$ cat src/rtl/mem_stage_ctrl_if.sv
// Data-memory request/acknowledge bus between the MEM stage and the data memory.
// The master (MEM stage) issues requests; the slave (memory) returns data and ack.
interface mem_stage_ctrl_if #(
    parameter int DATA_WIDTH = 32
);
    logic                  dmem_req;
    logic                  dmem_we;
    logic [DATA_WIDTH-1:0] dmem_addr;
    logic [DATA_WIDTH-1:0] dmem_wdata;
    logic [DATA_WIDTH-1:0] dmem_rdata;
    logic                  dmem_ack;

    modport master (
        output dmem_req, dmem_we, dmem_addr, dmem_wdata,
        input  dmem_rdata, dmem_ack
    );

    modport slave (
        input  dmem_req, dmem_we, dmem_addr, dmem_wdata,
        output dmem_rdata, dmem_ack
    );
endinterface

$ cat src/rtl/mem_stage_ctrl.sv
// MEM pipeline stage: runs the data-memory access, resolves the branch and drives MEM/WB.
// Optional watchdog on outstanding accesses is enabled by defining MEM_TIMEOUT_EN.
module mem_stage_ctrl #(
    parameter int DATA_WIDTH     = 32,
    parameter int TIMEOUT_CYCLES = 16
) (
    input  logic                  clk,
    input  logic                  reset,
    input  logic                  MemToReg,
    input  logic                  RegWrite,
    input  logic                  MemRead,
    input  logic                  MemWrite,
    input  logic                  Branch,
    input  logic [DATA_WIDTH-1:0] alu_result,
    input  logic                  alu_zero,
    input  logic [DATA_WIDTH-1:0] pr_read_data2,
    input  logic [4:0]            write_reg,
    input  logic [DATA_WIDTH-1:0] branch_target,
    output logic                  PCSrc,
    output logic [DATA_WIDTH-1:0] pc_branch_target,
    output logic                  mem_stall,
    mem_stage_ctrl_if.master      dmem,
    output logic                  MemToReg_out,
    output logic                  RegWrite_out,
    output logic [DATA_WIDTH-1:0] read_data_out,
    output logic [DATA_WIDTH-1:0] alu_result_out,
    output logic [4:0]            write_reg_out,
    output logic                  mem_error
);

    typedef enum logic {IDLE, WAIT} state_t;

    state_t state, next_state;
    logic   mem_op;
    logic   rd_done;
    logic   timeout_hit;

    logic                  mem_to_reg_p1;
    logic                  reg_write_p1;
    logic [DATA_WIDTH-1:0] read_data_p1;
    logic [DATA_WIDTH-1:0] alu_result_p1;
    logic [4:0]            write_reg_p1;

    if (TIMEOUT_CYCLES < 1) begin : g_bad_timeout
        $error("TIMEOUT_CYCLES must be at least 1");
    end

    assign mem_op           = MemRead | MemWrite;
    assign PCSrc            = Branch & alu_zero;
    assign pc_branch_target = branch_target;

`ifdef MEM_TIMEOUT_EN
    localparam int CNT_W = $clog2(TIMEOUT_CYCLES + 1);
    logic [CNT_W-1:0] wait_cnt;
    logic             at_limit;

    // The WAIT cycle whose missing ack would bring the count to the limit is the last one.
    assign at_limit = (wait_cnt == CNT_W'(TIMEOUT_CYCLES - 1));
`endif

    always_ff @(posedge clk) begin
        if (reset) state <= IDLE;
        else       state <= next_state;
    end

    always_comb begin
        next_state       = state;
        dmem.dmem_req    = 1'b0;
        dmem.dmem_we     = 1'b0;
        dmem.dmem_addr   = '0;
        dmem.dmem_wdata  = '0;
        mem_stall        = 1'b0;
        rd_done          = 1'b0;
        timeout_hit      = 1'b0;
        case (state)
            IDLE: begin
                // Ack is not looked at here: an access always spends at least one WAIT cycle.
                if (mem_op) begin
                    dmem.dmem_req   = 1'b1;
                    dmem.dmem_we    = MemWrite;
                    dmem.dmem_addr  = alu_result;
                    dmem.dmem_wdata = pr_read_data2;
                    mem_stall       = 1'b1;
                    next_state      = WAIT;
                end
            end
            WAIT: begin
                dmem.dmem_req   = 1'b1;
                dmem.dmem_we    = MemWrite;
                dmem.dmem_addr  = alu_result;
                dmem.dmem_wdata = pr_read_data2;
                if (dmem.dmem_ack) begin
                    rd_done    = MemRead & ~MemWrite;
                    next_state = IDLE;
                end
`ifdef MEM_TIMEOUT_EN
                else if (at_limit) begin
                    timeout_hit = 1'b1;
                    next_state  = IDLE;
                end
`endif
                else begin
                    mem_stall = 1'b1;
                end
            end
            default: next_state = IDLE;
        endcase
    end

`ifdef MEM_TIMEOUT_EN
    always_ff @(posedge clk) begin
        if (reset || state == IDLE) wait_cnt <= '0;
        else if (!dmem.dmem_ack)    wait_cnt <= wait_cnt + 1'b1;
    end

    always_ff @(posedge clk) begin
        if (reset)            mem_error <= 1'b0;
        else if (timeout_hit) mem_error <= 1'b1;
    end
`else
    assign mem_error = 1'b0;
`endif

    // MEM/WB boundary: a stall inserts a bubble by clearing the write-back controls.
    always_ff @(posedge clk) begin
        if (reset) begin
            mem_to_reg_p1 <= 1'b0;
            reg_write_p1  <= 1'b0;
            read_data_p1  <= '0;
            alu_result_p1 <= '0;
            write_reg_p1  <= '0;
        end else if (mem_stall) begin
            mem_to_reg_p1 <= 1'b0;
            reg_write_p1  <= 1'b0;
        end else begin
            mem_to_reg_p1 <= MemToReg;
            reg_write_p1  <= RegWrite;
            read_data_p1  <= rd_done ? dmem.dmem_rdata : '0;
            alu_result_p1 <= alu_result;
            write_reg_p1  <= write_reg;
        end
    end

    assign MemToReg_out   = mem_to_reg_p1;
    assign RegWrite_out   = reg_write_p1;
    assign read_data_out  = read_data_p1;
    assign alu_result_out = alu_result_p1;
    assign write_reg_out  = write_reg_p1;

endmodule

$ cat src/flat_wrapper.sv
// flat-port wrapper written by rule: the top's interface ports become plain ports
module mem_stage_ctrl_flat 
#(
    parameter int DATA_WIDTH     = 32,
    parameter int TIMEOUT_CYCLES = 16
)
  (clk, reset, MemToReg, RegWrite, MemRead, MemWrite, Branch, alu_result, alu_zero, pr_read_data2, write_reg, branch_target, PCSrc, pc_branch_target, mem_stall, MemToReg_out, RegWrite_out, read_data_out, alu_result_out, write_reg_out, mem_error, dmem_dmem_req, dmem_dmem_we, dmem_dmem_addr, dmem_dmem_wdata, dmem_dmem_rdata, dmem_dmem_ack);
  mem_stage_ctrl_if #(.DATA_WIDTH(DATA_WIDTH)) dmem_i ();
  input  logic clk;
  input  logic reset;
  input  logic MemToReg;
  input  logic RegWrite;
  input  logic MemRead;
  input  logic MemWrite;
  input  logic Branch;
  input  logic [DATA_WIDTH-1:0] alu_result;
  input  logic alu_zero;
  input  logic [DATA_WIDTH-1:0] pr_read_data2;
  input  logic [4:0] write_reg;
  input  logic [DATA_WIDTH-1:0] branch_target;
  output logic PCSrc;
  output logic [DATA_WIDTH-1:0] pc_branch_target;
  output logic mem_stall;
  output logic MemToReg_out;
  output logic RegWrite_out;
  output logic [DATA_WIDTH-1:0] read_data_out;
  output logic [DATA_WIDTH-1:0] alu_result_out;
  output logic [4:0] write_reg_out;
  output logic mem_error;
  output wire logic [$bits(dmem_i.dmem_req)-1:0] dmem_dmem_req;
  output wire logic [$bits(dmem_i.dmem_we)-1:0] dmem_dmem_we;
  output wire logic [$bits(dmem_i.dmem_addr)-1:0] dmem_dmem_addr;
  output wire logic [$bits(dmem_i.dmem_wdata)-1:0] dmem_dmem_wdata;
  input wire logic [$bits(dmem_i.dmem_rdata)-1:0] dmem_dmem_rdata;
  input wire logic [$bits(dmem_i.dmem_ack)-1:0] dmem_dmem_ack;
  assign dmem_dmem_req = dmem_i.dmem_req;
  assign dmem_dmem_we = dmem_i.dmem_we;
  assign dmem_dmem_addr = dmem_i.dmem_addr;
  assign dmem_dmem_wdata = dmem_i.dmem_wdata;
  assign dmem_i.dmem_rdata = dmem_dmem_rdata;
  assign dmem_i.dmem_ack = dmem_dmem_ack;
  mem_stage_ctrl #(.DATA_WIDTH(DATA_WIDTH), .TIMEOUT_CYCLES(TIMEOUT_CYCLES)) u_core (.clk(clk), .reset(reset), .MemToReg(MemToReg), .RegWrite(RegWrite), .MemRead(MemRead), .MemWrite(MemWrite), .Branch(Branch), .alu_result(alu_result), .alu_zero(alu_zero), .pr_read_data2(pr_read_data2), .write_reg(write_reg), .branch_target(branch_target), .PCSrc(PCSrc), .pc_branch_target(pc_branch_target), .mem_stall(mem_stall), .dmem(dmem_i), .MemToReg_out(MemToReg_out), .RegWrite_out(RegWrite_out), .read_data_out(read_data_out), .alu_result_out(alu_result_out), .write_reg_out(write_reg_out), .mem_error(mem_error));
endmodule
$ cat config.mk
export PLATFORM = sky130hd
export DESIGN_NAME = mem_stage_ctrl_flat
export DESIGN_NICKNAME = d
export VERILOG_FILES = /design/src/rtl/mem_stage_ctrl_if.sv /design/src/rtl/mem_stage_ctrl.sv /design/src/flat_wrapper.sv
export SDC_FILE = /design/constraint.sdc
export NUM_CORES = 1
export LEC_CHECK = 0
export BUFFER_PORTS_ARGS = -buffer_cell sky130_fd_sc_hd__buf_4
export CAP_MARGIN = 25
export CORE_AREA = 2 2 121 123
export CTS_BUF_LIST = sky130_fd_sc_hd__clkbuf_4 sky130_fd_sc_hd__clkbuf_8
export CTS_CLUSTER_SIZE = 16
export DETAILED_ROUTE_END_ITERATION = 8
export DIE_AREA = 0 0 123 125
export PLACE_DENSITY = 0.64
export SLEW_MARGIN = 20
export SYNTH_ARGS = -nofsm -noshare
export SYNTH_HDL_FRONTEND = slang
export SYNTH_SLANG_ARGS = --single-unit
$ cat constraint.sdc
create_clock -name clk -period 2.8 [get_ports clk]
set_input_delay 0 -clock clk [delete_from_list [all_inputs] [get_ports clk]]
set_output_delay 0 -clock clk [all_outputs]
set_load 0.01 [all_outputs]
Yosys cells after proc, flatten, opt, wreduce, memory -nomap -nowiden

Cells that the tools add are included.

Input port bits: 142
Memories: 0
RAM bits: 0
Latch bits: 0
Bits in read-only memories: 0
Flip-flop bits (word level): 72

Order comparisons: 0
Reduce and logical (&&, ||, !) cells: 1
Muxes and demuxes: 13
Equality and inequality tests: 0
Add/subtract/negate cells: 0
$mul: 0
Bitwise operators: 5
Divide/modulo/power cells: 0
Shifts and indexed selects: 0

Operators with widths:

| cell             | number |
|---|---|
| $pmux W32 S2     | 2 |
| $mux W32         | 3 |
| $pmux W1 S2      | 3 |
| $mux W1          | 5 |
| $and A1 B1 Y1    | 2 |
| $not A1 Y1       | 2 |
| $reduce_or A2 Y1 | 1 |
| $or A1 B1 Y1     | 1 |

Depth between registers and ports, before layout

Gate-level depths: netlist of the first run.

Depth after elaboration: 5
Gate-level depth with buffers: 6
Mapped depth without buffers: 4

Least setup slack after synthesis of the first run

No wires, ideal clock.

Kind: reg-to-reg
Start point: reg u_core.state
End point: reg u_core.mem_to_reg_p1, in the netlist u_core.MemToReg_out
Path slack: 1.558 ns
Cell stages (with the launch flop): 7
Data required time: 2.741 ns
Clock period less this slack: 1.242 ns
Setup time: 0.059 ns
Data arrival time: 1.183 ns
Cell sequence: dfxtp_1 nor3_4 inv_2 a21oi_2 buf_6 buf_6 and2_1

Cells in the longest elaborated chain, start to end: 3

Ends and longest elaborated chain:

| item                                  | RTL line              | source |
|---|---|---|
| from (decl)                           | mem_stage_ctrl.sv:33  | `state_t state, next_state;` |
| from (signal assigned)                | mem_stage_ctrl.sv:63  | `else state <= next_state;` |
| $not A1 Y1                            | mem_stage_ctrl.sv:75  | `case (state)` |
| $pmux W1 S2 (*)                       | mem_stage_ctrl.sv:75  |  |
| $reduce_or A2 Y1 (no source line) (*) | -                     |  |
| to (signal assigned)                  | mem_stage_ctrl.sv:136 | `mem_to_reg_p1 <= MemToReg;` |
| to (decl)                             | mem_stage_ctrl.sv:38  | `logic mem_to_reg_p1;` |

Every way passes the cells marked *; elsewhere a longest branch is shown, timed or not.
A chain may end at the register's enable or synchronous reset.

Final worst setup path of the first run

Start point: reg u_core.state
End point: reg u_core.alu_result_p1[2], in the netlist u_core.alu_result_out[2]

Cells in the longest elaborated chain, start to end: 2

Ends and longest elaborated chain:

| item                 | RTL line              | source |
|---|---|---|
| $not A1 Y1           | mem_stage_ctrl.sv:75  |  |
| $pmux W1 S2 (*)      | mem_stage_ctrl.sv:75  |  |
| to (signal assigned) | mem_stage_ctrl.sv:139 | `alu_result_p1 <= alu_result;` |
| to (decl)            | mem_stage_ctrl.sv:41  | `logic [DATA_WIDTH-1:0] alu_result_p1;` |

Marks and branches as above.

==> impl_metrics.json, run 1 <==
{
  "rsz0062_at_grt": "false",
  "p_int_uw": 1880,
  "crit_required_ns": 3.10,
  "powerDensity_nw_per_um2": 453,
  "nNetsFinal": 692,
  "cts_tree": "yes",
  "finalSetupViolations": 0,
  "holdPathEnd": "pc_branch_target[31]",
  "clk_pin_slew_ns": 0.08,
  "final.setup.worst_slack_ns": 0.865,
  "yosys_warnings": 0,
  "diodes": 0,
  "grt_overflow": 0,
  "routedWlPerCell_um": 14.6,
  "grt_max_degree": 67,
  "syn_to_final_growth_pct": 88.8,
  "htreeDepth": 3,
  "fp.dieW_um": 123,
  "row_count": 44,
  "p_sw_share_pct": 25.9,
  "first_iter_violations": 65,
  "worst_r2r_path_depth": 5,
  "yosysUniqueCellTypes": 15,
  "synth_seq_cells": 72,
  "p_sw_uw": 655,
  "clockRootBuffer": "clkbuf_8",
  "synthTopCellsByArea": "dfxtp_1, a22o_1, and2_1",
  "io_pins": 314,
  "slowest_delay_ns": 0.39,
  "layout-drive-gt1-share_pct": 49.4,
  "cp.arrival_ns": 2.24,
  "r2r_end": "u_core.alu_result_out[2]",
  "place_congestion": 0.738,
  "synth_compound_area_share_pct": 20.9,
  "crit_chain": "nor3_4 -> inv_2 -> a21oi_4 -> buf_4 -> a22o_1",
  "hp-class": "primary input to output port",
  "seqPwrFrac_pct": 43.3,
  "seq_area_frac_synth_pct": 48.7,
  "max_freq_mhz": 517,
  "whs_path_depth": 0,
  "hp-start": "branch_target[31]",
  "fp.dieArea_um2": 15400,
  "yosys.area.top_type_share_pct": 48.7,
  "slew_violations": 0,
  "skew_ns": 0.00916,
  "grt_use_total_pct": 13.5,
  "synthAdderAreaFrac_pct": 0,
  "start_util_pct": 20.9,
  "grt_pass1_vias": 3162,
  "cts_buffers": 9,
  "fin_crit_sh_pct": 69.1,
  "relSlewSlack_pct": 46.5,
  "grt_pass1_wl_um": 16100,
  "coreArea_um2": 14200,
  "clk_latency_ns": 0.35,
  "critPathMaxFanout": 66,
  "cpLargestDelayFamily": "buffers and inverters",
  "dpl.hpwl_um": 7120,
  "clk_path_buf_depth": 2,
  "slowest_stage": "buf_4",
  "p_leak_uw": 0.00267,
  "drc": 0,
  "postSynthAreaPerCell_um2": 10.9,
  "path_buf_inv": 2,
  "nFillCells": 1373,
  "vdd_drop_max_mv": 0.249,
  "power_frac_clock_pct": 33.0,
  "maxCapViolations": 0,
  "dpl_worst_slack_ns": 0.809,
  "synthXorXnorAreaFrac_pct": 0,
  "r2r-start": "u_core.state",
  "layout_min_cycle_time_ns": 1.94,
  "vias": 3028,
  "antenna_found_initial": 0,
  "syn_area_um2": 2960,
  "crit_type": "flop to flop",
  "syn_inst": 271,
  "die_h_um": 125,
  "combPwrFrac_pct": 23.7,
  "critPathCaptureType": "flop",
  "synth_top_family_by_area": "compound AO/OA/AOI/OAI gates",
  "numClockSinks": 72,
  "ant_nets": 0,
  "vias_per_cell": 4.10,
  "final.setup.tns_ns": 0,
  "io_buffer_count": 248,
  "synth_nets": 413,
  "r2r_setup_slack_ns": 0.86,
  "status": "finished, final reports clean",
  "startpoint_type": "flop",
  "synth_top_area_cell": "dfxtp_1",
  "finalWirelength_um": 10800,
  "dr.pass1.iters": 4,
  "yosys.area_share.simple_pct": 16.3,
  "cts-resized-gates": 0,
  "hold_viol_final": 0,
  "tightest_slew_ns": 0.803,
  "synthMuxAreaShare_pct": 0
}
-- stage by stage --
| step | std cells | total power, µW | hold WS (ns) | area (µm²) | util [%] |
|---|---|---|---|---|---|
| CTS | 739 | 2580 | 0.0000686 | 5590 | 39.4 |
| finish | 739 | 2530 | 0.00000392 | 5590 | 39.4 |
| floorplan | 271 | 1380 | 0.0815 | 2960 | - |
| detailed placement | 652 | 1640 | 0.0000686 | 4680 | 33.0 |
| global route | 739 | 2670 | 0.0000171 | 5590 | 39.4 |
| global placement | 652 | 1640 | 0.0000686 | 4680 | 33.0 |
-- power groups by stage --
stage / combinational [µW] / sequential, µW / clock [µW]
detailed placement: 521 / 1120 / 0
global route: 644 / 1100 / 924
floorplan: 239 / 1140 / 0
global placement: 515 / 1120 / 0
finish: 601 / 1100 / 835
CTS: 602 / 1100 / 881
-- metal layers --
layer / global-route usage (%) / up-vias / wire length (µm)
met1: 13.8 / 1375 / 4040
met5: 0 / - / 0
met4: 6.08 / 0 / 278
met2: 24.0 / 154 / 5520
met3: 4.97 / 36 / 971
li1: - / 1463 / -
-- state kept, by name, indices dropped and copies added, names as in the netlist --
name / flops
u_core.MemToReg_out: 1
u_core.RegWrite_out: 1
u_core.alu_result_out: 32
u_core.read_data_out: 32
u_core.state: 1
u_core.write_reg_out: 5
-- Yosys cell counts --
library cell	number
nor4b_4	1
buf_6	9
buf_2	10
nand2_2	1
clkbuf_1	3
a22o_1	69
nor3b_4	1
buf_4	33
a21oi_1	1
nor3_4	1
a21oi_2	1
conb_1	1
inv_2	1
dfxtp_1	72
and2_1	67
-- cells in the final DEF (no fill, tap or decap), drive strengths merged, types with 2 or more instances in the layout --
master	n
a21oi	2
a22o	69
and2	67
buf	252
clkbuf	11
clkinv	3
dfxtp	72
dlygate4sd3	71
-- timing repair --
action,CTS,global route
hold buffers,71,0
buffers inserted,0,0
hold endpoints to repair,71,0
-- worst max path at each step --
stage | start | to | cells after the start
after floorplan | u_core.state | u_core.MemToReg_out | 6
after detailed placement | u_core.state | u_core.alu_result_out[30] | 5
after global placement | u_core.state | u_core.MemToReg_out | 5
after CTS | u_core.state | u_core.alu_result_out[2] | 5
after global routing | u_core.state | u_core.alu_result_out[2] | 5
final | u_core.state | u_core.alu_result_out[2] | 5
-- worst reg2reg max path, delay by kind of cell (launching register included) --
kind,cells,cell delay (ns)
buffers and inverters,2,0.74
AO/OA/AOI/OAI,2,0.49
flip-flops,1,0.36
AND/OR/NAND/NOR,1,0.29
-- cell families (layout without fill, tap and decap cells) --
kind of cell	after synthesis	in the layout
other	1	1
buffers and inverters	56	340
flip-flops	72	72
AO/OA/AOI/OAI	71	71
AND/OR/NAND/NOR	71	71
-- layout make-up --
cell class                 count  area (µm²)  area share (%)
timing repair buffer         323        2600            46.5
clock inverter                 5        56.3            1.01
inverter                       1        3.75          0.0671
sequential                    72        1440            25.8
clock buffer                  11         145            2.60
multi-input combinational    143        1110            19.9
tap                          184         230            4.12
Power figures use the tool's default switching activity.
==> run 2: changes to the inputs <==
Settings changed: CORE_AREA 2 2 121 123 to 2 2 122 124, DIE_AREA 0 0 123 125 to 0 0 124 126.
Clock period 2.8 ns to 1.9 ns, I/O delays scaled along.
==> run 2 against run 1 <==
- clock power up 62%
- setup slack worse by 0.71 ns
- core utilization about the same
- sequential cell count unchanged
==> impl_metrics.json, run 2 (same netlist as run 1, synthesis figures left out) <==
{
  "status": "finished, final reports clean",
  "crit_start": "u_core.state",
  "die_h_um": 126,
  "slew_violations": 0,
  "routedWlPerCell_um": 14.2,
  "nFillCells": 1386,
  "fin_crit_sh_pct": 91.6,
  "r2r-start": "u_core.state",
  "hold_viol_final": 0,
  "io_buffer_count": 248,
  "maxCapViolations": 0,
  "antenna_found_initial": 0,
  "io_pins": 314,
  "dr.pass1.iters": 4,
  "skew_ns": 0.00494,
  "cpLargestDelayFamily": "simple AND/OR/NAND/NOR gates",
  "start_util_pct": 20.7,
  "crit_type": "flop to output port",
  "clk_pin_slew_ns": 0.07,
  "ant_nets": 0,
  "fp.dieArea_um2": 15600,
  "row_count": 44,
  "critPathMaxFanout": 49,
  "grt_use_total_pct": 12.8,
  "cts_buffers": 9,
  "hp-start": "branch_target[30]",
  "grt_pass1_wl_um": 15200,
  "final.setup.tns_ns": 0,
  "critPathCaptureType": "output port",
  "nNetsFinal": 693,
  "layout_min_cycle_time_ns": 1.74,
  "startpoint_type": "flop",
  "hp-class": "primary input to output port",
  "max_freq_mhz": 574,
  "fp.dieW_um": 124,
  "rsz0062_at_grt": "false",
  "clockRootBuffer": "clkbuf_8",
  "cp.arrival_ns": 1.74,
  "vias_per_cell": 4.09,
  "drc": 0,
  "cts_tree": "yes",
  "numClockSinks": 72,
  "slowest_delay_ns": 0.35,
  "grt_pass1_vias": 3052,
  "first_iter_violations": 73,
  "layout_common_cells": "buf_4, dfxtp_1, dlygate4sd3_1",
  "vias": 3023,
  "dpl_cell_area_um2": 4700,
  "path_buf_inv": 3,
  "clk_latency_ns": 0.36,
  "coreArea_um2": 14300,
  "final_common_cell": "buf_4",
  "place_congestion": 0.709,
  "dpl.hpwl_um": 7340,
  "grt_overflow": 0,
  "diodes": 0,
  "layout-drive-gt1-share_pct": 49.5,
  "clk_path_buf_depth": 2,
  "slowest_stage": "dfxtp_1",
  "crit_required_ns": 1.90,
  "p_leak_uw": 0.00269,
  "final_cell_area_um2": 5640,
  "syn_to_final_growth_pct": 90.4,
  "htreeDepth": 3,
  "finalSetupViolations": 0,
  "vdd_drop_max_mv": 0.316,
  "grt_max_degree": 50,
  "finalWirelength_um": 10500,
  "crit_chain": "nor3_4 -> inv_4 -> buf_6 -> and2_1 -> buf_4",
  "powerDensity_nw_per_um2": 683
}
## run 2: changes by cell type in the layout (fill, tap and decap cells not counted)
cell / delta
clkinv_2: -1
inv_2: -1
buf_12: +1
bufinv_16: +1
buf_6: +1
inv_4: +1
clkbuf_8: -1
buf_4: -1
clkbuf_4: +1
## run 2: routing by layer
layer,vias up,wire (µm),track usage [%]
met2,157,5350,22.8
met4,0,336,7.53
met5,-,0,0
met3,37,859,3.49
met1,1361,3990,13.3
li1,1468,-,-
## run 2: worst paths after layout
path	to	slack [ns]	depth (start not counted)
worst max-delay path	dmem_dmem_addr[8]	0.16	5
worst min-delay path	pc_branch_target[30]	0.000004	0
worst max register to register	u_core.alu_result_out[29]	0.47	4
worst min register to register	u_core.read_data_out[12]	0.48	1
## run 2: area by class of cell
type	instances	area (µm²)	area share (%)
Clock buffer	11	139	2.46
Clock inverter	5	81.3	1.44
Inverter	1	6.26	0.111
Multi-Input combinational cell	143	1110	19.8
Sequential cell	72	1440	25.6
Tap cell	184	230	4.08
Timing Repair Buffer	324	2630	46.6
## run 2: repair_timing
item,CTS,global route
setup buffers,0,0
hold buffers,71,0
endpoints found under the setup margin,0,48
resized for setup,0,2
endpoints found under the hold margin,71,0
## run 2: power by group
group          internal [µW]  switching [µW]
Sequential              1580            39.4
Clock                    768             578
Combinational            543             344
Total                   2890             961
## run 2: stage by stage
| stage | hold slack, ns | setup WS (ns) | instances | util [%] | total power [µW] |
|---|---|---|---|---|---|
| global placement | 0.0000686 | 0.496 | 653 | 32.8 | 2420 |
| global route | 0.0000171 | 0.00226 | 740 | 39.4 | 4040 |
| CTS | 0.0000686 | 0.0183 | 740 | 39.3 | 3910 |
| finish | 0.00000447 | 0.159 | 740 | 39.4 | 3850 |
| detailed placement | 0.0000686 | 0.436 | 653 | 32.8 | 2420 |
| floorplan | 0.0815 | 0.658 | 271 | - | 2030 |
==> run 3: changes to the inputs <==
Settings changed: PLACE_DENSITY 0.64 to not set.
==> run 3 against run 2 <==
- count of clock-buffer cells in the layout is 2 lower
- non-clock buffer count stayed put
- register-to-register slack got worse by 0.04 ns
- largest power group unchanged
- highest routed layer unchanged
- critical path type unchanged
==> impl_metrics.json, run 3 (same netlist as run 1, synthesis figures left out) <==
{
  "status": "finished, final reports clean",
  "dpl_cell_area_um2": 4740,
  "cp.arrival_ns": 1.73,
  "dpl_worst_slack_ns": 0.365,
  "finalSetupViolations": 0,
  "vdd_drop_max_mv": 0.270,
  "die_h_um": 126,
  "layout-drive-gt1-share_pct": 49.5,
  "row_count": 44,
  "dr.pass1.iters": 4,
  "syn_to_final_growth_pct": 90.9,
  "final_cell_area_um2": 5650,
  "grt_max_degree": 49,
  "drc": 0,
  "vias": 3080,
  "powerDensity_nw_per_um2": 668,
  "p_leak_uw": 0.00270,
  "fp.dieW_um": 124,
  "path_buf_inv": 3,
  "slowest_delay_ns": 0.36,
  "final_common_cell": "buf_4",
  "grt_use_total_pct": 14.2,
  "layout_min_cycle_time_ns": 1.73,
  "grt_overflow": 0,
  "place_congestion": 0.744,
  "antenna_found_initial": 0,
  "worst_r2r_path_depth": 5,
  "start_util_pct": 20.7,
  "maxCapViolations": 0,
  "crit_chain": "nor3_4 -> inv_4 -> buf_12 -> and2_1 -> buf_4",
  "first_iter_violations": 55,
  "final-instance-count-excl-fill": 740,
  "io_buffer_count": 248,
  "routedWlPerCell_um": 15.7,
  "crit_required_ns": 1.90,
  "cpLargestDelayFamily": "buffers and inverters",
  "layout_common_cells": "buf_4, dfxtp_1, dlygate4sd3_1",
  "diodes": 0,
  "cp.depth": 5,
  "power_uw": 3780,
  "vias_per_cell": 4.16,
  "critPathMaxFanout": 42,
  "cts_buffers": 9,
  "fin_crit_sh_pct": 91.3,
  "hp-class": "primary input to output port",
  "htreeDepth": 3,
  "coreArea_um2": 14300,
  "startpoint_type": "flop",
  "clockRootBuffer": "clkbuf_8",
  "r2r_setup_slack_ns": 0.43,
  "critPathCaptureType": "output port",
  "clk_latency_ns": 0.36,
  "clk_pin_slew_ns": 0.08,
  "ant_nets": 0,
  "nNetsFinal": 693,
  "hold_viol_final": 0,
  "fp.dieArea_um2": 15600,
  "postCtsSetupBuffers": 0,
  "clk_path_buf_depth": 2,
  "final.setup.worst_slack_ns": 0.166,
  "max_freq_mhz": 577,
  "whs_path_depth": 0,
  "final.setup.tns_ns": 0,
  "crit_type": "flop to output port",
  "grt_pass1_wl_um": 16600,
  "rsz0062_at_grt": "false",
  "io_pins": 314,
  "cts_tree": "yes",
  "slew_violations": 0,
  "skew_ns": 0.0125,
  "slowest_stage": "dfxtp_1",
  "numClockSinks": 72,
  "placed_cells": 653,
  "dpl.hpwl_um": 8160,
  "finalWirelength_um": 11600,
  "grt_pass1_vias": 3190
}
## run 3: changes by cell type in the layout (fill, tap and decap cells not counted), sizes merged
cell / before / now
inv: 1 / 4
bufinv: 2 / 1
clkbuf: 11 / 9
clkinv: 2 / 3
clkinvlp: 1 / 0
## run 3: path summary, 6_finish.rpt
path / from / to
hold reg to reg: u_core.read_data_out[29] / u_core.read_data_out[29]
hold / removal: branch_target[19] / pc_branch_target[19]
setup / recovery: u_core.state / dmem_dmem_addr[4]
setup reg to reg: u_core.state / u_core.alu_result_out[1]
## run 3: where the power goes
| group | switching [µW] | internal [µW] | total (µW) |
|---|---|---|---|
| sequential | 39.8 | 1580 | 1620 |
| combinational | 357 | 551 | 908 |
| clock | 631 | 622 | 1250 |
## run 3: cell type report
class,instances,area (µm²)
Clock buffer,9,124
Timing Repair Buffer,324,2660
Inverter,1,6.26
Fill cell,1382,8660
Clock inverter,7,77.6
Tap cell,184,230
Multi-Input combinational cell,143,1110
Sequential cell,72,1440
## run 3: metrics by stage
stage	utilization [%]	hold WS (ns)
4_1_cts	39.5	0.0000686
3_3_place_gp	33.1	0.0000686
5_1_grt	39.5	0.0000168
6_report	39.5	0.00000391
2_1_floorplan	-	0.0815
3_5_place_dp	33.1	0.0000686
## run 3: worst register-to-register path: cells and delay by family, from the launching register on
family	cells	cell delay, ns
compound gates	2	0.36
flops	1	0.36
buf+inv	2	0.39
simple gates	1	0.31
## run 3: metal layers
layer  up-vias  wire (µm)  GRT usage, %
met4         0        244          6.21
met1      1406       4190          13.3
met2       174       6100          27.5
met3        26       1070          4.57
li1       1474          -             -
met5         -          0             0
## run 3: what timing repair did
action	in CTS	in global routing
resized for setup	0	2
endpoints found under the hold margin	71	0
hold buffers	71	0
endpoints found under the setup margin	0	41
